## src/rtl/apu_irq_ctrl_pkg.sv

```systemverilog
// Shared definitions for the APU interrupt controller: register word offsets and widths.
// No logic; no latency.
// No flow control.
package apu_irq_ctrl_pkg;

    localparam int MAX_IRQ    = 31;
    localparam int CLAIM_ID_W = 8;

    // Word index = byte offset >> 2 (haddr[4:2])
    localparam logic [2:0] REG_PEND  = 3'd0;
    localparam logic [2:0] REG_EN    = 3'd1;
    localparam logic [2:0] REG_CLAIM = 3'd2;
    localparam logic [2:0] REG_FORCE = 3'd3;
    localparam logic [2:0] REG_MODE  = 3'd4;

    typedef struct packed {
        logic       vld;
        logic       write;
        logic [2:0] idx;
    } dphase_t;

endpackage

```

## src/rtl/apu_irq_ctrl_prio.sv

```systemverilog
// Lowest-index-wins priority encoder: ID = index+1 (0 = none) plus a one-hot grant.
// Purely combinational, zero latency.
// No flow control.
module apu_irq_ctrl_prio #(
    parameter int N_IRQ = 8,
    parameter int W_ID  = 8
) (
    input  logic [N_IRQ-1:0] req,
    output logic [W_ID-1:0]  id,
    output logic [N_IRQ-1:0] gnt
);

    // Scan downward so the lowest set index is the final assignment.
    always_comb begin
        id  = '0;
        gnt = '0;
        for (int i = N_IRQ - 1; i >= 0; i--) begin
            if (req[i]) begin
                id     = W_ID'(i + 1);
                gnt    = '0;
                gnt[i] = 1'b1;
            end
        end
    end

endmodule

```

## src/rtl/apu_irq_ctrl.sv

```systemverilog
// APU interrupt controller: edge-latched pending bits, enable mask, claim register on AHB-Lite; APU_IRQ_CTRL_LEVEL_EN adds per-source level mode.
// Edge to irq_out: 2 cycles; bus reads combinational in the data phase, writes applied at its end.
// Never stalls: hready_resp tied high, hresp tied low.
module apu_irq_ctrl
    import apu_irq_ctrl_pkg::*;
#(
    parameter int N_IRQ = 8,
    parameter int W_ID  = CLAIM_ID_W
) (
    input  logic             clk,
    input  logic             rst_n,
    input  logic [15:0]      ahbls_haddr,
    input  logic [1:0]       ahbls_htrans,
    input  logic             ahbls_hwrite,
    input  logic [2:0]       ahbls_hsize,
    input  logic             ahbls_hready,
    output logic             ahbls_hready_resp,
    input  logic [31:0]      ahbls_hwdata,
    output logic [31:0]      ahbls_hrdata,
    output logic             ahbls_hresp,
    input  logic [N_IRQ-1:0] irq_in,
    output logic             irq_out
);

    dphase_t          dph_q;
    logic [N_IRQ-1:0] pend_q, en_q, irq_prev_q;
    logic [N_IRQ-1:0] eff_pend, level_msk, req;
    logic [N_IRQ-1:0] claim_gnt, set_vec, w1c_vec, force_vec, claim_clr, pend_d;
    logic [W_ID-1:0]  claim_id;
    logic             addr_acc, wr_dp, rd_dp;
    logic             unused_bits;

    assign ahbls_hready_resp = 1'b1;
    assign ahbls_hresp       = 1'b0;
    assign unused_bits = ^{ahbls_haddr[15:5], ahbls_haddr[1:0], ahbls_htrans[0],
                           ahbls_hwdata[31:N_IRQ]};

    assign addr_acc = ahbls_hready & ahbls_htrans[1];

    // Non-word accesses still complete, but never reach the registers.
    always_ff @(posedge clk or negedge rst_n) begin
        if (!rst_n) begin
            dph_q <= '0;
        end else begin
            dph_q <= '{vld:   addr_acc && (ahbls_hsize == 3'd2),
                       write: ahbls_hwrite,
                       idx:   ahbls_haddr[4:2]};
        end
    end

    assign wr_dp = dph_q.vld &  dph_q.write;
    assign rd_dp = dph_q.vld & ~dph_q.write;

`ifdef APU_IRQ_CTRL_LEVEL_EN
    logic [N_IRQ-1:0] mode_q;

    always_ff @(posedge clk or negedge rst_n) begin
        if (!rst_n) begin
            mode_q <= '0;
        end else if (wr_dp && dph_q.idx == REG_MODE) begin
            mode_q <= ahbls_hwdata[N_IRQ-1:0];
        end
    end

    assign level_msk = mode_q;
`else
    assign level_msk = '0;
`endif

    // Level sources bypass the pending flop and follow the wire directly.
    assign eff_pend = (pend_q & ~level_msk) | (irq_in & level_msk);
    assign req      = eff_pend & en_q;

    apu_irq_ctrl_prio #(
        .N_IRQ (N_IRQ),
        .W_ID  (W_ID)
    ) u_prio (
        .req (req),
        .id  (claim_id),
        .gnt (claim_gnt)
    );

    assign set_vec   = irq_in & ~irq_prev_q;
    assign w1c_vec   = (wr_dp && dph_q.idx == REG_PEND)  ? ahbls_hwdata[N_IRQ-1:0] : '0;
    assign force_vec = (wr_dp && dph_q.idx == REG_FORCE) ? ahbls_hwdata[N_IRQ-1:0] : '0;
    assign claim_clr = (rd_dp && dph_q.idx == REG_CLAIM) ? claim_gnt : '0;
    assign pend_d    = ((pend_q & ~(w1c_vec | claim_clr)) | set_vec | force_vec) & ~level_msk;

    always_ff @(posedge clk or negedge rst_n) begin
        if (!rst_n) begin
            pend_q     <= '0;
            en_q       <= '0;
            irq_prev_q <= '0;
            irq_out    <= 1'b0;
        end else begin
            pend_q     <= pend_d;
            irq_prev_q <= irq_in;
            irq_out    <= |req;
            if (wr_dp && dph_q.idx == REG_EN) begin
                en_q <= ahbls_hwdata[N_IRQ-1:0];
            end
        end
    end

    always_comb begin
        ahbls_hrdata = '0;
        if (rd_dp) begin
            case (dph_q.idx)
                REG_PEND:  ahbls_hrdata[N_IRQ-1:0] = eff_pend;
                REG_EN:    ahbls_hrdata[N_IRQ-1:0] = en_q;
                REG_CLAIM: ahbls_hrdata[W_ID-1:0]  = claim_id;
                REG_MODE:  ahbls_hrdata[N_IRQ-1:0] = level_msk;
                default:   ahbls_hrdata = '0;
            endcase
        end
    end

endmodule

```

## config.mk

```make
export PLATFORM = sky130hd
export DESIGN_NAME = apu_irq_ctrl
export DESIGN_NICKNAME = d
export VERILOG_FILES = /design/src/rtl/apu_irq_ctrl_pkg.sv /design/src/rtl/apu_irq_ctrl_prio.sv /design/src/rtl/apu_irq_ctrl.sv
export SDC_FILE = /design/constraint.sdc
export NUM_CORES = 1
export LEC_CHECK = 0
export ABC_CLOCK_PERIOD_IN_PS = 6400
export BUFFER_PORTS_ARGS = -buffer_cell sky130_fd_sc_hd__buf_2
export CAP_MARGIN = 20
export CORE_AREA = 4 4 66 68
export CTS_BUF_LIST = sky130_fd_sc_hd__clkbuf_4
export DETAILED_ROUTE_END_ITERATION = 10
export DIE_AREA = 0 0 70 72
export PLACE_DENSITY = 0.93
export SLEW_MARGIN = 15
export SYNTH_ARGS = -nofsm -noshare
export SYNTH_HDL_FRONTEND = slang
export SYNTH_HIERARCHICAL = 1
export SYNTH_SLANG_ARGS = --single-unit
```

## constraint.sdc

```tcl
create_clock -name clk -period 6.4 [get_ports clk]
set_input_delay 1.92 -clock clk [delete_from_list [all_inputs] [get_ports clk]]
set_output_delay 1.92 -clock clk [all_outputs]
set_load 0.005 [all_outputs]
```

Yosys cells after proc, flatten, opt, wreduce, memory -nomap -nowiden --
Index checks and enable logic that the tools add are counted.
Storage, ports and cells: register bits after elaboration 30, input bits 65, output and inout bits 35, word-level logic and storage cells 51
Operators by class: equal/unequal tests 4, mux-type cells 21, bitwise gates (word level) 12, reductions and logical operators 7
Operator list (count):
- 8-bit 2-to-1 mux | 12
- 4-bit 2-to-1 mux | 8
- 8-bit AND | 3
- 8-bit OR | 3
- 8-bit case mux with 3 select lines | 1
- 8-bit NOT | 2
- 3-bit by 2-bit equality test with 1-bit output, second input constant | 3
- 8-bit OR reduction | 1
- 1-bit logical AND | 5
- 1-bit AND | 3
- 3-bit by 1-bit equality test with 1-bit output, second input constant | 1
- 3-bit zero test | 1
- 1-bit NOT | 1

Logic depth before layout (Yosys ltp) --
Gate-level depths: netlist of run 1.
word-level depth 15, depth in mapped cells 8, mapped depth without buffers 7

Cells and area by module --
Netlist of run 1, hierarchy kept.
Modules (own cells, without submodules):
- apu_irq_ctrl | times used 1, cells an instance 159, area an instance 1647.8 µm², sequential area each 750.7 µm²
- apu_irq_ctrl_prio | times used 1, cells an instance 28, area an instance 176.4 µm², sequential area each 0.0 µm²

Worst setup path after synthesis of run 1 --
No wires, ideal clock.
path kind register -> output, start register en_q[0], end output port ahbls_hrdata[3], arrival 1629 ps, required time 4480 ps, path slack 2851 ps, stages on the path, launching flop included 9, path buffers 1, path through dfrtp_1 > and2_4 > or3_4 > nor3_2 > and3_1 > buf_4 > mux2i_1 > a2bb2oi_1 > nor2_1
On the way: cells in the longest elaborated chain, start to end 4
RTL lines:
- from (decl) | line apu_irq_ctrl.sv:26 | logic [N_IRQ-1:0] pend_q, en_q, irq_prev_q;
- from (signal assigned) | line apu_irq_ctrl.sv:100 | en_q <= ahbls_hwdata[N_IRQ-1:0];
- 8-bit AND | line apu_irq_ctrl.sv:72 | assign req = eff_pend & en_q;
- named net req[0] | line apu_irq_ctrl.sv:27 | logic [N_IRQ-1:0] eff_pend, level_msk, req;
- 4-bit 2-to-1 mux | line apu_irq_ctrl_prio.sv:18 | if (req[i]) begin
- named net claim_id[3] | line apu_irq_ctrl.sv:29 | logic [W_ID-1:0] claim_id;
- 8-bit case mux with 3 select lines | line apu_irq_ctrl.sv:108 | case (dph_q.idx)
- 8-bit 2-to-1 mux | line apu_irq_ctrl.sv:107 | if (rd_dp) begin
- to (decl) | line apu_irq_ctrl.sv:19 | output logic [31:0] ahbls_hrdata,
The timed path passes the listed nets, and every way through them passes these cells.

Final worst setup path of run 1 --
start register en_q[2], end output port ahbls_hrdata[3]
On the way: cells in the longest elaborated chain, start to end 6
RTL lines (line):
- 8-bit AND | apu_irq_ctrl.sv:72
- named net req[2] | apu_irq_ctrl.sv:27
- 4-bit 2-to-1 mux (3 in series) | apu_irq_ctrl_prio.sv:18
- 8-bit case mux with 3 select lines | apu_irq_ctrl.sv:108
- 8-bit 2-to-1 mux | apu_irq_ctrl.sv:107
The timed path passes the listed nets, and every way through them passes these cells.

==> flow_summary.html, run 1 <==
<table>
<tr><th>Metric</th><th>Value</th></tr>
<tr><th colspan="2">Outcome</th></tr>
<tr><td>Result of the run</td><td>finished, final reports clean</td></tr>
<tr><th colspan="2">Setup path</th></tr>
<tr><td>Count of buffering cells on the critical path with inverters included</td><td>1</td></tr>
<tr><td>Startpoint type of the worst setup path</td><td>flop</td></tr>
<tr><td>Worst reg-to-reg setup slack</td><td>4120 ps</td></tr>
<tr><td>Worst EP arrival</td><td>2230 ps</td></tr>
<tr><td>R2r worst-path depth</td><td>3</td></tr>
<tr><td>Critical Path Slowest Stage Cell</td><td>sky130_fd_sc_hd__dfrtp_1</td></tr>
<tr><td>Count of cell instances traversed by the critical path</td><td>8</td></tr>
<tr><td>Slowest Stage Delay on Critical Path</td><td>410 ps</td></tr>
<tr><td>CP endpoint kind</td><td>output port</td></tr>
<tr><td>Startpoint-to-endpoint class of the critical path</td><td>flop to output port</td></tr>
<tr><td>Required time of the worst setup path</td><td>4480 ps</td></tr>
<tr><td>Crit path cell chain</td><td>and2_1 &gt; or3_4 &gt; nor3_2 &gt; and3_1 &gt; mux2i_1 &gt; a2bb2oi_1 &gt; nor2_1 &gt; buf_2</td></tr>
<tr><td>Startpoint of the worst register-to-register path</td><td>dph_q[1]$_DFF_PN0_</td></tr>
<tr><td>Worst reg2reg path endpoint</td><td>en_q[4]$_DFFE_PN0P_</td></tr>
<tr><td>Top cell family by delay on the critical path</td><td>simple AND/OR/NAND/NOR gates</td></tr>
<tr><td>Maximum fanout count along the critical path</td><td>5</td></tr>
<tr><th colspan="2">STA</th></tr>
<tr><td>Fin crit share</td><td>0.648</td></tr>
<tr><td>RSZ-0062 raised after global routing</td><td>no</td></tr>
<tr><td>Rel. slew slack</td><td>0.532</td></tr>
<tr><td>Final total negative setup slack</td><td>0 ps</td></tr>
<tr><td>Final hold violation count</td><td>0</td></tr>
<tr><td>Worst clock skew</td><td>15.0 ps</td></tr>
<tr><td>Top achievable clock speed</td><td>241 MHz</td></tr>
<tr><td>Worst hold-check slack</td><td>548 ps</td></tr>
<tr><td>Post-route worst setup slack</td><td>2250 ps</td></tr>
<tr><td>Post-route minimum period</td><td>4150 ps</td></tr>
<tr><td>Final setup fails</td><td>0</td></tr>
<tr><td>Worst Max-Slew Pin Slew</td><td>701 ps</td></tr>
<tr><td>Count of final max-slew check failures</td><td>0</td></tr>
<tr><th colspan="2">Clocking</th></tr>
<tr><td>Worst-case clock buffer depth</td><td>2</td></tr>
<tr><td>Count of cells resized by post-cts repair</td><td>0</td></tr>
<tr><td>Clock buffer count from CTS</td><td>5</td></tr>
<tr><td>Clock root buffer</td><td>sky130_fd_sc_hd__clkbuf_4</td></tr>
<tr><td>Post-CTS Hold Fix Bufs</td><td>0</td></tr>
<tr><td>Htree depth</td><td>2</td></tr>
<tr><td>Sink Count</td><td>30</td></tr>
<tr><td>Clock latency on the worst-skew pair</td><td>330 ps</td></tr>
<tr><td>Clock-pin transition on the worst setup and hold timing paths</td><td>100 ps</td></tr>
<tr><td>CTS tree</td><td>done</td></tr>
<tr><td>Post-CTS setup-driven buffer insertion count</td><td>0</td></tr>
<tr><th colspan="2">Detailed routing</th></tr>
<tr><td>Routed via count divided by cell count</td><td>5.15</td></tr>
<tr><td>Antenna Violating Nets Remaining</td><td>0</td></tr>
<tr><td>DRC violation total after the first TritonRoute iteration</td><td>56</td></tr>
<tr><td>Remaining design rule violation count</td><td>0</td></tr>
<tr><td>Number of detailed-routing iterations run before antenna repair</td><td>4</td></tr>
<tr><td>Number of vias after detailed routing</td><td>1379</td></tr>
<tr><td>Average routed wire per standard cell</td><td>13.8 microns</td></tr>
<tr><td>Final WL</td><td>3.69 mm</td></tr>
<tr><th colspan="2">Global route</th></tr>
<tr><td>Largest net degree at the start of global routing</td><td>31</td></tr>
<tr><td>Global router's overall resource usage</td><td>0.150</td></tr>
<tr><td>GR Overflow Total</td><td>0</td></tr>
<tr><td>First-pass GRT wire length</td><td>6.00 mm</td></tr>
<tr><td>Antenna violations before repair</td><td>0</td></tr>
<tr><td>Vias in the first global route</td><td>1397</td></tr>
<tr><th colspan="2">Place</th></tr>
<tr><td>Number of I/O port buffers</td><td>35</td></tr>
<tr><td>Global placer's final weighted congestion</td><td>0.910</td></tr>
<tr><td>Number of placed cells counting well taps</td><td>260</td></tr>
<tr><td>Setup slack after placement</td><td>2630 ps</td></tr>
<tr><td>Post-detailed-placement cell area</td><td>1890 sq um</td></tr>
<tr><td>HPWL Detailed</td><td>2.73 mm</td></tr>
<tr><th colspan="2">Synth</th></tr>
<tr><td>FFs w/ async S/R, synth</td><td>1.00</td></tr>
<tr><td>Largest cells by area after synthesis</td><td>sky130_fd_sc_hd__dfrtp_1 41%, sky130_fd_sc_hd__buf_4 13%, sky130_fd_sc_hd__mux2_2 4.9%</td></tr>
<tr><td>Yosys reg bits</td><td>30</td></tr>
<tr><td>Most used flip-flop cell after synthesis</td><td>sky130_fd_sc_hd__dfrtp_1</td></tr>
<tr><td>Cell taking the most area after synthesis</td><td>sky130_fd_sc_hd__dfrtp_1</td></tr>
<tr><td>Number of library cell types mapped by synthesis</td><td>34</td></tr>
<tr><td>Total number of yosys warnings</td><td>6</td></tr>
<tr><td>Netlist area before placement</td><td>1820 sq um</td></tr>
<tr><td>Average instance area after synthesis</td><td>9.76 sq um</td></tr>
<tr><td>Share of the yosys chip area belonging to registers</td><td>0.412</td></tr>
<tr><td>Synth top cells by count</td><td>32 x sky130_fd_sc_hd__buf_4, 30 x sky130_fd_sc_hd__dfrtp_1, 14 x sky130_fd_sc_hd__nor2_1</td></tr>
<tr><td>Share of the synthesized area in the top cell type</td><td>0.412</td></tr>
<tr><td>Most numerous cell in the Yosys netlist</td><td>sky130_fd_sc_hd__buf_4</td></tr>
<tr><td>Count of flip-flops with a built-in enable after synthesis</td><td>0</td></tr>
<tr><td>Number of instances in the synthesized netlist</td><td>187</td></tr>
<tr><th colspan="2">Power</th></tr>
<tr><td>Peak supply drop</td><td>0.000172 V</td></tr>
<tr><td>Pwr/cell area</td><td>187 nW/um^2</td></tr>
<tr><td>Total design power</td><td>0.365 mW</td></tr>
<tr><td>Leak pwr</td><td>1.01 nW</td></tr>
<tr><th colspan="2">Floorplan</th></tr>
<tr><td>Standard-cell row count</td><td>23</td></tr>
<tr><td>Area of the die</td><td>5040 sq um</td></tr>
<tr><td>Die Ht</td><td>72 microns</td></tr>
<tr><td>Count of boundary I/O pins</td><td>100</td></tr>
<tr><td>Placeable Area</td><td>3860 sq um</td></tr>
<tr><td>Initial Util</td><td>0.473</td></tr>
<tr><td>Die X-Extent</td><td>70 microns</td></tr>
<tr><th colspan="2">Cells and area</th></tr>
<tr><td>Fill count</td><td>365</td></tr>
<tr><td>Count of inserted antenna diode cells</td><td>0</td></tr>
<tr><td>Post-layout nets</td><td>282</td></tr>
<tr><td>Final Instance Count excl. Fillers</td><td>268</td></tr>
<tr><td>Multi-input logic area</td><td>867 sq um</td></tr>
<tr><td>Share of the core filled with cells</td><td>0.505</td></tr>
<tr><td>Final Instance Area</td><td>1950 sq um</td></tr>
<tr><td>Synthesis-to-finish area growth</td><td>6.72%</td></tr>
<tr><td>Ratio of cells with drive above 1 in the final layout</td><td>0.271</td></tr>
<tr><td>Footprint of the flip-flops and latches</td><td>751 sq um</td></tr>
<tr><th colspan="2">Worst hold path</th></tr>
<tr><td>Hold WC Path Type</td><td>flop to flop</td></tr>
<tr><td>Cell count of the worst hold path</td><td>1</td></tr>
<tr><td>Hold Path Sink</td><td>en_q[5]$_DFFE_PN0P_</td></tr>
<tr><td>Startpoint of the most critical hold path</td><td>en_q[5]$_DFFE_PN0P_</td></tr>
<tr><th colspan="2">Flow run</th></tr>
<tr><td>Reported max-cap violation count</td><td>0</td></tr>
</table>
-- cell type report --
class / count / share of cell area
clock buffer: 6 / 0.0231
multi-input combinational: 135 / 0.445
tap: 50 / 0.0321
sequential: 30 / 0.386
clock inverter: 2 / 0.00450
inverter: 10 / 0.0193
timing repair buffer: 35 / 0.0900
-- kinds of logic after synthesis --
family                 Yosys count  synth area share
and+or+nand+nor                 60             0.195
buffers and inverters           49             0.169
other                            3           0.00617
muxes                           16            0.0933
DFF                             30             0.412
AOI/OAI and AO/OA               29             0.126
-- routing by layer --
metal | vias to the layer above | part of all wire | track usage | wire, microns
met2 | 66 | 0.51 | 0.279 | 1890
met3 | 7 | 0.078 | 0.0471 | 289
li1 | 645 | - | - | -
met5 | - | 0 | 0 | 0
met1 | 661 | 0.39 | 0.160 | 1450
met4 | 0 | 0.014 | 0.0553 | 53
-- sequential cells by signal (all words and copies together), names as in the netlist --
name and flops:
en_q 8, eff_pend 8, irq_prev_q 8, irq_out 1, dph_q 5
-- how the worst max path moves through the flow --
| stage | startpoint | to | slack (ps) |
|---|---|---|---|
| final | en_q[2]$_DFFE_PN0P_ | ahbls_hrdata[3] | 2250 |
| after global routing | en_q[2]$_DFFE_PN0P_ | ahbls_hrdata[3] | 2130 |
| after CTS | en_q[2]$_DFFE_PN0P_ | ahbls_hrdata[3] | 2240 |
| after detailed placement | en_q[2]$_DFFE_PN0P_ | ahbls_hrdata[3] | 2630 |
| after global placement | en_q[2]$_DFFE_PN0P_ | ahbls_hrdata[3] | 2690 |
| after floorplan | en_q[0]$_DFFE_PN0P_ | ahbls_hrdata[3] | 2850 |
-- cells in the final DEF, fill, tap and decap left out, types with 2 or more instances in the layout --
cell type	netlist	layout
sky130_fd_sc_hd__a31oi_1	8	8
sky130_fd_sc_hd__or4_1	2	2
sky130_fd_sc_hd__nand3_1	8	8
sky130_fd_sc_hd__nor2b_1	11	11
sky130_fd_sc_hd__clkbuf_4	0	6
sky130_fd_sc_hd__mux2i_1	8	8
sky130_fd_sc_hd__and2_1	8	8
sky130_fd_sc_hd__nor2_1	14	14
sky130_fd_sc_hd__dfrtp_1	30	30
sky130_fd_sc_hd__mux2_2	8	8
sky130_fd_sc_hd__buf_2	3	35
sky130_fd_sc_hd__a221o_1	8	8
sky130_fd_sc_hd__and3_1	2	2
sky130_fd_sc_hd__conb_1	3	30
sky130_fd_sc_hd__inv_1	10	10
sky130_fd_sc_hd__and2_2	2	2
sky130_fd_sc_hd__nand2_1	2	2
sky130_fd_sc_hd__a2bb2oi_1	8	8
sky130_fd_sc_hd__a21oi_1	3	3
-- power by group --
| part | total (mW) | leakage (nW) | switching [mW] | internal, mW |
|---|---|---|---|---|
| sequential | 0.204 | 0.347 | 0.00650 | 0.197 |
| combinational | 0.0532 | 0.632 | 0.0272 | 0.0259 |
| clock | 0.108 | 0.0331 | 0.0624 | 0.0454 |
Power figures use the tool's default switching activity.
==> inputs of run 2 (changes only) <==
Settings changed: ABC_CLOCK_PERIOD_IN_PS 6400 to 4160, CORE_AREA 4 4 66 68 to 4 4 68 70, DIE_AREA 0 0 70 72 to 0 0 72 74, PLACE_DENSITY 0.93 to 0.88.
Clock period 6.4 ns to 4.16 ns, I/O delays scaled along.
==> run 2 against run 1 <==
Compared with the run above:
- final cell count fell by 0.75%
- sequential cell count did not move
- utilization fell by 1.8 points
- clock power rose by 37%
- global-route usage fell by 0.45 points
- clock skew fell by 8.3 ps
- register-to-register slack got worse by 2300 ps
- worst hold slack got worse by 12 ps
- combinational power rose by 55%
- sequential power rose by 54%
- critical path type unchanged
- critical endpoint unchanged
==> flow_summary.html, run 2 (same netlist as run 1, synthesis figures left out) <==
<table>
<tr><th>Metric</th><th>Value</th></tr>
<tr><th colspan="2">Outcome</th></tr>
<tr><td>Result of the run</td><td>finished, final reports clean</td></tr>
<tr><th colspan="2">Flow run</th></tr>
<tr><td>Reported max-cap violation count</td><td>0 (unchanged)</td></tr>
<tr><th colspan="2">Detailed routing</th></tr>
<tr><td>Number of vias after detailed routing</td><td>1350 (-2.1%)</td></tr>
<tr><td>Remaining design rule violation count</td><td>0 (unchanged)</td></tr>
<tr><td>Number of detailed-routing iterations run before antenna repair</td><td>4 (unchanged)</td></tr>
<tr><td>DRC violation total after the first TritonRoute iteration</td><td>49 (-13%)</td></tr>
<tr><td>Routed wire length on met3</td><td>317 microns (+9.7%)</td></tr>
<tr><td>Average routed wire per standard cell</td><td>13.7 microns (-0.26%)</td></tr>
<tr><td>Antenna Violating Nets Remaining</td><td>0 (unchanged)</td></tr>
<tr><td>M1 WL</td><td>1.51 mm (+4.3%)</td></tr>
<tr><td>Final WL</td><td>3.65 mm (-1.0%)</td></tr>
<tr><td>Highest metal layer used by the detailed router</td><td>met4</td></tr>
<tr><td>Total length of routed met2 wires</td><td>1.77 mm (-6.4%)</td></tr>
<tr><td>Routed via count divided by cell count</td><td>5.08 (-1.4%)</td></tr>
<tr><th colspan="2">Setup path</th></tr>
<tr><td>Maximum fanout count along the critical path</td><td>5 (unchanged)</td></tr>
<tr><td>Slowest Stage Delay on Critical Path</td><td>410 ps (about the same)</td></tr>
<tr><td>Crit path cell chain</td><td>and2_1 &gt; or3_4 &gt; nor3_2 &gt; and3_1 &gt; mux2i_1 &gt; a2bb2oi_1 &gt; nor2_1 &gt; buf_2</td></tr>
<tr><td>CP endpoint kind</td><td>output port</td></tr>
<tr><td>Worst EP arrival</td><td>2200 ps (-30 ps)</td></tr>
<tr><td>Required time of the worst setup path</td><td>2910 ps (-1570 ps)</td></tr>
<tr><td>Startpoint-to-endpoint class of the critical path</td><td>flop to output port</td></tr>
<tr><td>Critical Path Slowest Stage Cell</td><td>sky130_fd_sc_hd__dfrtp_1</td></tr>
<tr><td>Startpoint type of the worst setup path</td><td>flop</td></tr>
<tr><td>Worst reg-to-reg setup slack</td><td>1870 ps (-2250 ps)</td></tr>
<tr><th colspan="2">Cells and area</th></tr>
<tr><td>Final Instance Area</td><td>1930 sq um (-0.64%)</td></tr>
<tr><td>Ratio of cells with drive above 1 in the final layout</td><td>0.264 (-0.00675)</td></tr>
<tr><td>Fill count</td><td>371 (+1.6%)</td></tr>
<tr><td>Count of inserted antenna diode cells</td><td>0 (unchanged)</td></tr>
<tr><td>Most frequent cells in the layout</td><td>35 x sky130_fd_sc_hd__buf_2, 30 x sky130_fd_sc_hd__conb_1, 30 x sky130_fd_sc_hd__dfrtp_1</td></tr>
<tr><td>Post-layout nets</td><td>282 (unchanged)</td></tr>
<tr><td>Commonest non-fill, non-tap cell in the layout</td><td>sky130_fd_sc_hd__buf_2</td></tr>
<tr><td>Synthesis-to-finish area growth</td><td>6.04%</td></tr>
<tr><th colspan="2">Power</th></tr>
<tr><td>Leak pwr</td><td>1.00 nW (-0.84%)</td></tr>
<tr><td>Peak supply drop</td><td>0.000185 V (+7.4%)</td></tr>
<tr><td>Pwr/cell area</td><td>281 nW/um^2 (+50%)</td></tr>
<tr><th colspan="2">Global route</th></tr>
<tr><td>Vias in the first global route</td><td>1323 (-5.3%)</td></tr>
<tr><td>Global router's overall resource usage</td><td>0.146 (-0.00453)</td></tr>
<tr><td>GR Overflow Total</td><td>0 (unchanged)</td></tr>
<tr><td>First-pass GRT wire length</td><td>5.89 mm (-2.0%)</td></tr>
<tr><td>Antenna violations before repair</td><td>0 (unchanged)</td></tr>
<tr><td>Largest net degree at the start of global routing</td><td>31 (unchanged)</td></tr>
<tr><th colspan="2">Clocking</th></tr>
<tr><td>Post-CTS Hold Fix Bufs</td><td>0 (unchanged)</td></tr>
<tr><td>Sink Count</td><td>30 (unchanged)</td></tr>
<tr><td>Clock buffer count from CTS</td><td>5 (unchanged)</td></tr>
<tr><td>Clock root buffer</td><td>sky130_fd_sc_hd__clkbuf_4</td></tr>
<tr><td>Count of cells resized by post-cts repair</td><td>0 (unchanged)</td></tr>
<tr><td>Clock latency on the worst-skew pair</td><td>320 ps (about the same)</td></tr>
<tr><td>CTS tree</td><td>done</td></tr>
<tr><td>Htree depth</td><td>2 (unchanged)</td></tr>
<tr><td>Clock-pin transition on the worst setup and hold timing paths</td><td>80 ps (-20 ps)</td></tr>
<tr><td>Worst-case clock buffer depth</td><td>2 (unchanged)</td></tr>
<tr><td>Post-CTS setup-driven buffer insertion count</td><td>0 (unchanged)</td></tr>
<tr><th colspan="2">STA</th></tr>
<tr><td>Final setup fails</td><td>0 (unchanged)</td></tr>
<tr><td>Top achievable clock speed</td><td>290 MHz</td></tr>
<tr><td>Post-route minimum period</td><td>3450 ps</td></tr>
<tr><td>Final hold violation count</td><td>0 (unchanged)</td></tr>
<tr><td>RSZ-0062 raised after global routing</td><td>no</td></tr>
<tr><td>Rel. slew slack</td><td>0.520 (-0.0114)</td></tr>
<tr><td>Fin crit share</td><td>0.829</td></tr>
<tr><td>Worst clock skew</td><td>6.69 ps (-8.32 ps)</td></tr>
<tr><td>Worst Max-Slew Pin Slew</td><td>718 ps (+17.0 ps)</td></tr>
<tr><td>Count of final max-slew check failures</td><td>0 (unchanged)</td></tr>
<tr><td>Final total negative setup slack</td><td>0 ps (unchanged)</td></tr>
<tr><th colspan="2">Worst hold path</th></tr>
<tr><td>Hold WC Path Type</td><td>flop to flop</td></tr>
<tr><th colspan="2">Floorplan</th></tr>
<tr><td>Die Ht</td><td>74 microns (+2.8%)</td></tr>
<tr><td>Initial Util</td><td>0.459 (-0.0137)</td></tr>
<tr><td>Count of boundary I/O pins</td><td>100 (unchanged)</td></tr>
<tr><td>Placeable Area</td><td>3970 sq um (+3.0%)</td></tr>
<tr><td>Die X-Extent</td><td>72 microns (+2.9%)</td></tr>
<tr><td>Standard-cell row count</td><td>23 (unchanged)</td></tr>
<tr><td>Area of the die</td><td>5330 sq um (+5.7%)</td></tr>
<tr><th colspan="2">Place</th></tr>
<tr><td>HPWL Detailed</td><td>2.71 mm (-0.74%)</td></tr>
<tr><td>Global placer's final weighted congestion</td><td>0.887 (-2.5%)</td></tr>
<tr><td>Number of I/O port buffers</td><td>35 (unchanged)</td></tr>
<tr><td>Post-detailed-placement cell area</td><td>1890 sq um (unchanged)</td></tr>
</table>
run 2: worst max-delay path, delay by kind of cell, from the launching register on:
kind                   cells  cell delay [ps]
AOI/OAI and AO/OA          1              150
and+or+nand+nor            5             1100
DFF                        1              410
muxes                      1               80
buffers and inverters      1              130
run 2: per-stage QoR:
| stage | cells | util | hold WS (ps) | power, mW | setup WS (ps) |
|---|---|---|---|---|---|
| 2_1_floorplan | 214 | - | 496 | 0.391 | 1280 |
| 3_3_place_gp | 260 | 0.477 | 513 | 0.398 | 1110 |
| 3_5_place_dp | 260 | 0.477 | 519 | 0.402 | 1100 |
| 4_1_cts | 266 | 0.487 | 538 | 0.552 | 717 |
| 5_1_grt | 266 | 0.487 | 561 | 0.579 | 564 |
| 6_report | 266 | 0.487 | 536 | 0.544 | 713 |
run 2: power by group:
part | internal [mW] | switching, mW | total [mW]
sequential | 0.304 | 0.00990 | 0.314
combinational | 0.0399 | 0.0426 | 0.0825
clock | 0.0575 | 0.0902 | 0.148
total | 0.401 | 0.143 | 0.544
run 2: cell type report:
cell class | instances | area (sq um) | share of cell area
Inverter | 10 | 37.5 | 0.0194
Sequential cell | 30 | 751 | 0.388
Clock buffer | 5 | 37.5 | 0.0194
Clock inverter | 1 | 3.75 | 0.00194
Multi-Input combinational cell | 135 | 867 | 0.448
Tap cell | 50 | 62.6 | 0.0323
Timing Repair Buffer | 35 | 175 | 0.0906
run 2: final timing paths:
kind	endpoint	depth (start not counted)	startpoint
setup / recovery	ahbls_hrdata[3]	8	en_q[2]$_DFFE_PN0P_
hold / removal	en_q[7]$_DFFE_PN0P_	1	en_q[7]$_DFFE_PN0P_
setup reg to reg	en_q[3]$_DFFE_PN0P_	3	dph_q[0]$_DFF_PN0_
hold reg to reg	en_q[7]$_DFFE_PN0P_	1	en_q[7]$_DFFE_PN0P_
max in group asynchronous	eff_pend[7]$_DFF_PN0_	1	rst_n
min in group asynchronous	irq_prev_q[6]$_DFF_PN0_	1	rst_n
run 2: layer usage:
layer,track usage,vias up
li1,-,644
met1,0.169,640
met2,0.252,61
met3,0.0473,5
met4,0.0564,0
met5,0,-
==> inputs of run 3 (changes only) <==
Settings changed: ABC_AREA from default to 1, ABC_CLOCK_PERIOD_IN_PS 4160 to 3100, CORE_AREA 4 4 68 70 to 4 4 74 76, DIE_AREA 0 0 72 74 to 0 0 78 80, PLACE_DENSITY 0.88 to 0.84.
Clock period 4.16 ns to 3.1 ns, I/O delays scaled along.
==> run 3 against run 2 <==
Compared with the run above:
- critical path depth increased by 2
- first-iteration DRC count is 22% higher
- sequential share of layout area shrank 3.9 points
- synthesized cell count grew 51%
- die area grew 17%
- synthesized area increased by 12%
- worst hold slack worse by 26 ps
- utilization down 3.2 points
- cell area rose by 11%
- highest routed layer unchanged
==> flow_summary.html, run 3 <==
<table>
<tr><th>Metric</th><th>Value</th></tr>
<tr><th colspan="2">Clocking</th></tr>
<tr><td>Count of cells resized by post-cts repair</td><td>0 (unchanged)</td></tr>
<tr><td>Post-CTS setup-driven buffer insertion count</td><td>0 (unchanged)</td></tr>
<tr><td>Worst-case clock buffer depth</td><td>2 (unchanged)</td></tr>
<tr><td>Htree depth</td><td>2 (unchanged)</td></tr>
<tr><td>Sink Count</td><td>30 (unchanged)</td></tr>
<tr><td>Clock buffer count from CTS</td><td>5 (unchanged)</td></tr>
<tr><td>Clock root buffer</td><td>sky130_fd_sc_hd__clkbuf_4</td></tr>
<tr><td>Clock latency on the worst-skew pair</td><td>330 ps (about the same)</td></tr>
<tr><td>Post-CTS Hold Fix Bufs</td><td>0 (unchanged)</td></tr>
<tr><td>CTS tree</td><td>done</td></tr>
<tr><td>Clock-pin transition on the worst setup and hold timing paths</td><td>90 ps (about the same)</td></tr>
<tr><th colspan="2">Synth</th></tr>
<tr><td>Largest cells by area after synthesis</td><td>sky130_fd_sc_hd__dfrtp_1 37%, sky130_fd_sc_hd__nand2_1 13%, sky130_fd_sc_hd__nand3_1 12%</td></tr>
<tr><td>Fraction of synthesized cell area in xor and xnor cells</td><td>0 (unchanged)</td></tr>
<tr><td>Synth top cells by count</td><td>72 x sky130_fd_sc_hd__nand2_1, 49 x sky130_fd_sc_hd__nand3_1, 40 x sky130_fd_sc_hd__inv_1</td></tr>
<tr><td>Post-synthesis simple-gate area fraction</td><td>0.384 (+0.189)</td></tr>
<tr><td>Count of flip-flops with a built-in enable after synthesis</td><td>0 (unchanged)</td></tr>
<tr><td>Share of the synthesized area in the top cell type</td><td>0.367 (-0.0441)</td></tr>
<tr><td>Number of library cell types mapped by synthesis</td><td>23 (-32%)</td></tr>
<tr><td>Fraction of synthesized area in multiplexers</td><td>0 (-0.0933)</td></tr>
<tr><td>Netlist area before placement</td><td>2040 sq um (+12%)</td></tr>
<tr><td>Cell taking the most area after synthesis</td><td>sky130_fd_sc_hd__dfrtp_1</td></tr>
<tr><td>Largest family of logic cells by synthesized area</td><td>simple AND/OR/NAND/NOR gates</td></tr>
<tr><td>Share of the yosys chip area belonging to registers</td><td>0.367 (-0.0441)</td></tr>
<tr><td>Area share of fa/ha/maj cells after synthesis</td><td>0 (unchanged)</td></tr>
<tr><td>Average instance area after synthesis</td><td>7.25 sq um (-26%)</td></tr>
<tr><td>FFs w/ async S/R, synth</td><td>1.00 (unchanged)</td></tr>
<tr><td>Yosys reg bits</td><td>30 (unchanged)</td></tr>
<tr><td>Most used flip-flop cell after synthesis</td><td>sky130_fd_sc_hd__dfrtp_1</td></tr>
<tr><td>Most numerous cell in the Yosys netlist</td><td>sky130_fd_sc_hd__nand2_1</td></tr>
<tr><td>Total number of yosys warnings</td><td>6 (unchanged)</td></tr>
<tr><td>Number of instances in the synthesized netlist</td><td>282 (+51%)</td></tr>
<tr><td>Compound-cell area share of the yosys netlist</td><td>0.00490 (-0.121)</td></tr>
<tr><th colspan="2">Detailed routing</th></tr>
<tr><td>Final WL</td><td>4.37 mm (+20%)</td></tr>
<tr><td>Average routed wire per standard cell</td><td>11.5 microns (-16%)</td></tr>
<tr><td>Antenna Violating Nets Remaining</td><td>0 (unchanged)</td></tr>
<tr><td>Remaining design rule violation count</td><td>0 (unchanged)</td></tr>
<tr><td>Number of vias after detailed routing</td><td>1756 (+30%)</td></tr>
<tr><td>DRC violation total after the first TritonRoute iteration</td><td>60 (+22%)</td></tr>
<tr><td>Number of detailed-routing iterations run before antenna repair</td><td>4 (unchanged)</td></tr>
<tr><td>Routed via count divided by cell count</td><td>4.65 (-8.5%)</td></tr>
<tr><th colspan="2">Cells and area</th></tr>
<tr><td>Commonest non-fill, non-tap cell in the layout</td><td>sky130_fd_sc_hd__nand2_1</td></tr>
<tr><td>Post-layout nets</td><td>376 (+33%)</td></tr>
<tr><td>Count of inserted antenna diode cells</td><td>0 (unchanged)</td></tr>
<tr><td>Ratio of cells with drive above 1 in the final layout</td><td>0.190 (-0.0742)</td></tr>
<tr><td>Final Instance Count excl. Fillers</td><td>378 (+42%)</td></tr>
<tr><td>Synthesis-to-finish area growth</td><td>5.27%</td></tr>
<tr><td>Most frequent cells in the layout</td><td>72 x sky130_fd_sc_hd__nand2_1, 49 x sky130_fd_sc_hd__nand3_1, 40 x sky130_fd_sc_hd__inv_1</td></tr>
<tr><th colspan="2">Setup path</th></tr>
<tr><td>Startpoint type of the worst setup path</td><td>flop</td></tr>
<tr><td>Top cell family by delay on the critical path</td><td>simple AND/OR/NAND/NOR gates</td></tr>
<tr><td>Required time of the worst setup path</td><td>2170 ps (-740 ps)</td></tr>
<tr><td>Startpoint-to-endpoint class of the critical path</td><td>flop to output port</td></tr>
<tr><td>CP endpoint kind</td><td>output port</td></tr>
<tr><td>Critical Path Slowest Stage Cell</td><td>sky130_fd_sc_hd__dfrtp_1</td></tr>
<tr><td>Slowest Stage Delay on Critical Path</td><td>420 ps (about the same)</td></tr>
<tr><td>Count of buffering cells on the critical path with inverters included</td><td>3 (+2)</td></tr>
<tr><td>Maximum fanout count along the critical path</td><td>6 (+1)</td></tr>
<tr><td>Crit path cell chain</td><td>nand2_1 &gt; inv_1 &gt; nor2_2 &gt; nand2_2 &gt; nor2_1 &gt; nand3_1 &gt; nand3_1 &gt; nand2_1 &gt; inv_1 &gt; buf_2</td></tr>
<tr><td>Worst EP arrival</td><td>1930 ps (-270 ps)</td></tr>
<tr><th colspan="2">Global route</th></tr>
<tr><td>GR Overflow Total</td><td>0 (unchanged)</td></tr>
<tr><td>First-pass GRT wire length</td><td>7.12 mm (+21%)</td></tr>
<tr><td>Vias in the first global route</td><td>1578 (+19%)</td></tr>
<tr><td>Antenna violations before repair</td><td>0 (unchanged)</td></tr>
<tr><td>Largest net degree at the start of global routing</td><td>31 (unchanged)</td></tr>
<tr><td>Global router's overall resource usage</td><td>0.144 (-0.00204)</td></tr>
<tr><th colspan="2">Place</th></tr>
<tr><td>Number of placed cells counting well taps</td><td>371 (+43%)</td></tr>
<tr><td>Number of I/O port buffers</td><td>35 (unchanged)</td></tr>
<tr><td>Global placer's final weighted congestion</td><td>0.913 (+2.8%)</td></tr>
<tr><td>HPWL Detailed</td><td>3.27 mm (+21%)</td></tr>
<tr><th colspan="2">Flow run</th></tr>
<tr><td>Reported max-cap violation count</td><td>0 (unchanged)</td></tr>
<tr><th colspan="2">Floorplan</th></tr>
<tr><td>Initial Util</td><td>0.433 (-0.0268)</td></tr>
<tr><td>Die Ht</td><td>80 microns (+8.1%)</td></tr>
<tr><td>Area of the die</td><td>6240 sq um (+17%)</td></tr>
<tr><td>Placeable Area</td><td>4720 sq um (+19%)</td></tr>
<tr><td>Count of boundary I/O pins</td><td>100 (unchanged)</td></tr>
<tr><td>Die X-Extent</td><td>78 microns (+8.3%)</td></tr>
<tr><td>Standard-cell row count</td><td>25 (+8.7%)</td></tr>
<tr><th colspan="2">STA</th></tr>
<tr><td>Worst clock skew</td><td>10.2 ps (+3.50 ps)</td></tr>
<tr><td>Final hold violation count</td><td>0 (unchanged)</td></tr>
<tr><td>Fin crit share</td><td>0.922</td></tr>
<tr><td>Final total negative setup slack</td><td>0 ps (unchanged)</td></tr>
<tr><td>Count of final max-slew check failures</td><td>0 (unchanged)</td></tr>
<tr><td>Top achievable clock speed</td><td>350 MHz</td></tr>
<tr><td>Final setup fails</td><td>0 (unchanged)</td></tr>
<tr><td>Worst Max-Slew Pin Slew</td><td>657 ps (-60.9 ps)</td></tr>
<tr><td>Rel. slew slack</td><td>0.562 (+0.0416)</td></tr>
<tr><td>RSZ-0062 raised after global routing</td><td>no</td></tr>
<tr><td>Post-route minimum period</td><td>2860 ps</td></tr>
<tr><th colspan="2">Outcome</th></tr>
<tr><td>Result of the run</td><td>finished, final reports clean</td></tr>
<tr><th colspan="2">Power</th></tr>
<tr><td>Internal power</td><td>0.547 mW (+36%)</td></tr>
<tr><td>Peak supply drop</td><td>0.000339 V (+83%)</td></tr>
<tr><td>Proportion of power drawn by the clock network</td><td>0.298 (+0.026)</td></tr>
<tr><td>Switching Share</td><td>0.287 (+0.0245)</td></tr>
<tr><td>Reg power frac</td><td>0.551 (-0.026)</td></tr>
<tr><td>Logic pwr share</td><td>0.151 (about the same)</td></tr>
<tr><td>Leak pwr</td><td>1.21 nW (+20%)</td></tr>
<tr><td>Pwr/cell area</td><td>356 nW/um^2 (+27%)</td></tr>
<tr><td>Power dissipated by switching net loads</td><td>0.220 mW (+54%)</td></tr>
<tr><th colspan="2">Worst hold path</th></tr>
<tr><td>Hold WC Path Type</td><td>flop to flop</td></tr>
</table>
[run 3: changes by cell type after synthesis, moves of 11 or more]
cell,delta
sky130_fd_sc_hd__nand2_1,+70
sky130_fd_sc_hd__inv_1,+30
sky130_fd_sc_hd__nor2b_1,-11
sky130_fd_sc_hd__nand4_1,+18
sky130_fd_sc_hd__nand3_1,+41
[run 3: kinds of logic (layout without fill, tap and decap cells)]
| kind of cell | after synthesis | after routing |
|---|---|---|
| AOI/OAI and AO/OA | 2 | 2 |
| buffers and inverters | 85 | 87 |
| DFF | 30 | 30 |
| other | 3 | 30 |
| and+or+nand+nor | 162 | 162 |
[run 3: power by group through the flow]
stage / registers (mW) / logic, mW / clock network [mW]
global route: 0.424 / 0.132 / 0.258
global placement: 0.428 / 0.111 / 0
CTS: 0.422 / 0.115 / 0.236
detailed placement: 0.429 / 0.114 / 0
floorplan: 0.426 / 0.107 / 0
finish: 0.422 / 0.116 / 0.229
[run 3: cell type report]
type / instances / area, sq um
clock buffers: 7 / 52.6
fillers: 480 / 2570
inverters: 43 / 166
multi-input cells: 194 / 907
flip-flops and latches: 30 / 751
well taps: 67 / 83.8
repair buffers: 37 / 190
[run 3: worst paths after layout]
check | slack (ps) | depth (start not counted) | from | endpoint
max | 240 | 10 | en_q[0]$_DFFE_PN0P_ | ahbls_hrdata[3]
min | 510 | 2 | en_q[4]$_DFFE_PN0P_ | en_q[4]$_DFFE_PN0P_
max reg2reg | 1440 | 5 | dph_q[2]$_DFF_PN0_ | eff_pend[4]$_DFF_PN0_
min reg2reg | 510 | 2 | en_q[4]$_DFFE_PN0P_ | en_q[4]$_DFFE_PN0P_
max in group asynchronous | 2050 | 1 | rst_n | eff_pend[4]$_DFF_PN0_
min in group asynchronous | 630 | 1 | rst_n | eff_pend[3]$_DFF_PN0_
[run 3: per-layer routing]
metal  wire, microns  part of all wire  GRT usage
met1            1790              0.41      0.179
met2            2080              0.48      0.233
met3             374             0.086     0.0316
met4             111             0.025     0.0734
met5               0                 0          0
[run 3: tightest hold or removal path: stages (launching register included)]
cell and delay, ps:
sky130_fd_sc_hd__dfrtp_1 370, sky130_fd_sc_hd__nand2_1 60, sky130_fd_sc_hd__nand2_1 50
[run 3: through the flow]
step	cell area, sq um	power, mW	util	setup WS [ps]	hold slack, ps
floorplan	2140	0.533	-	953	464
global placement	2100	0.539	0.444	662	480
detailed placement	2100	0.544	0.444	645	487
CTS	2150	0.772	0.455	269	508
global route	2150	0.814	0.455	92.7	549
finish	2150	0.767	0.455	243	511
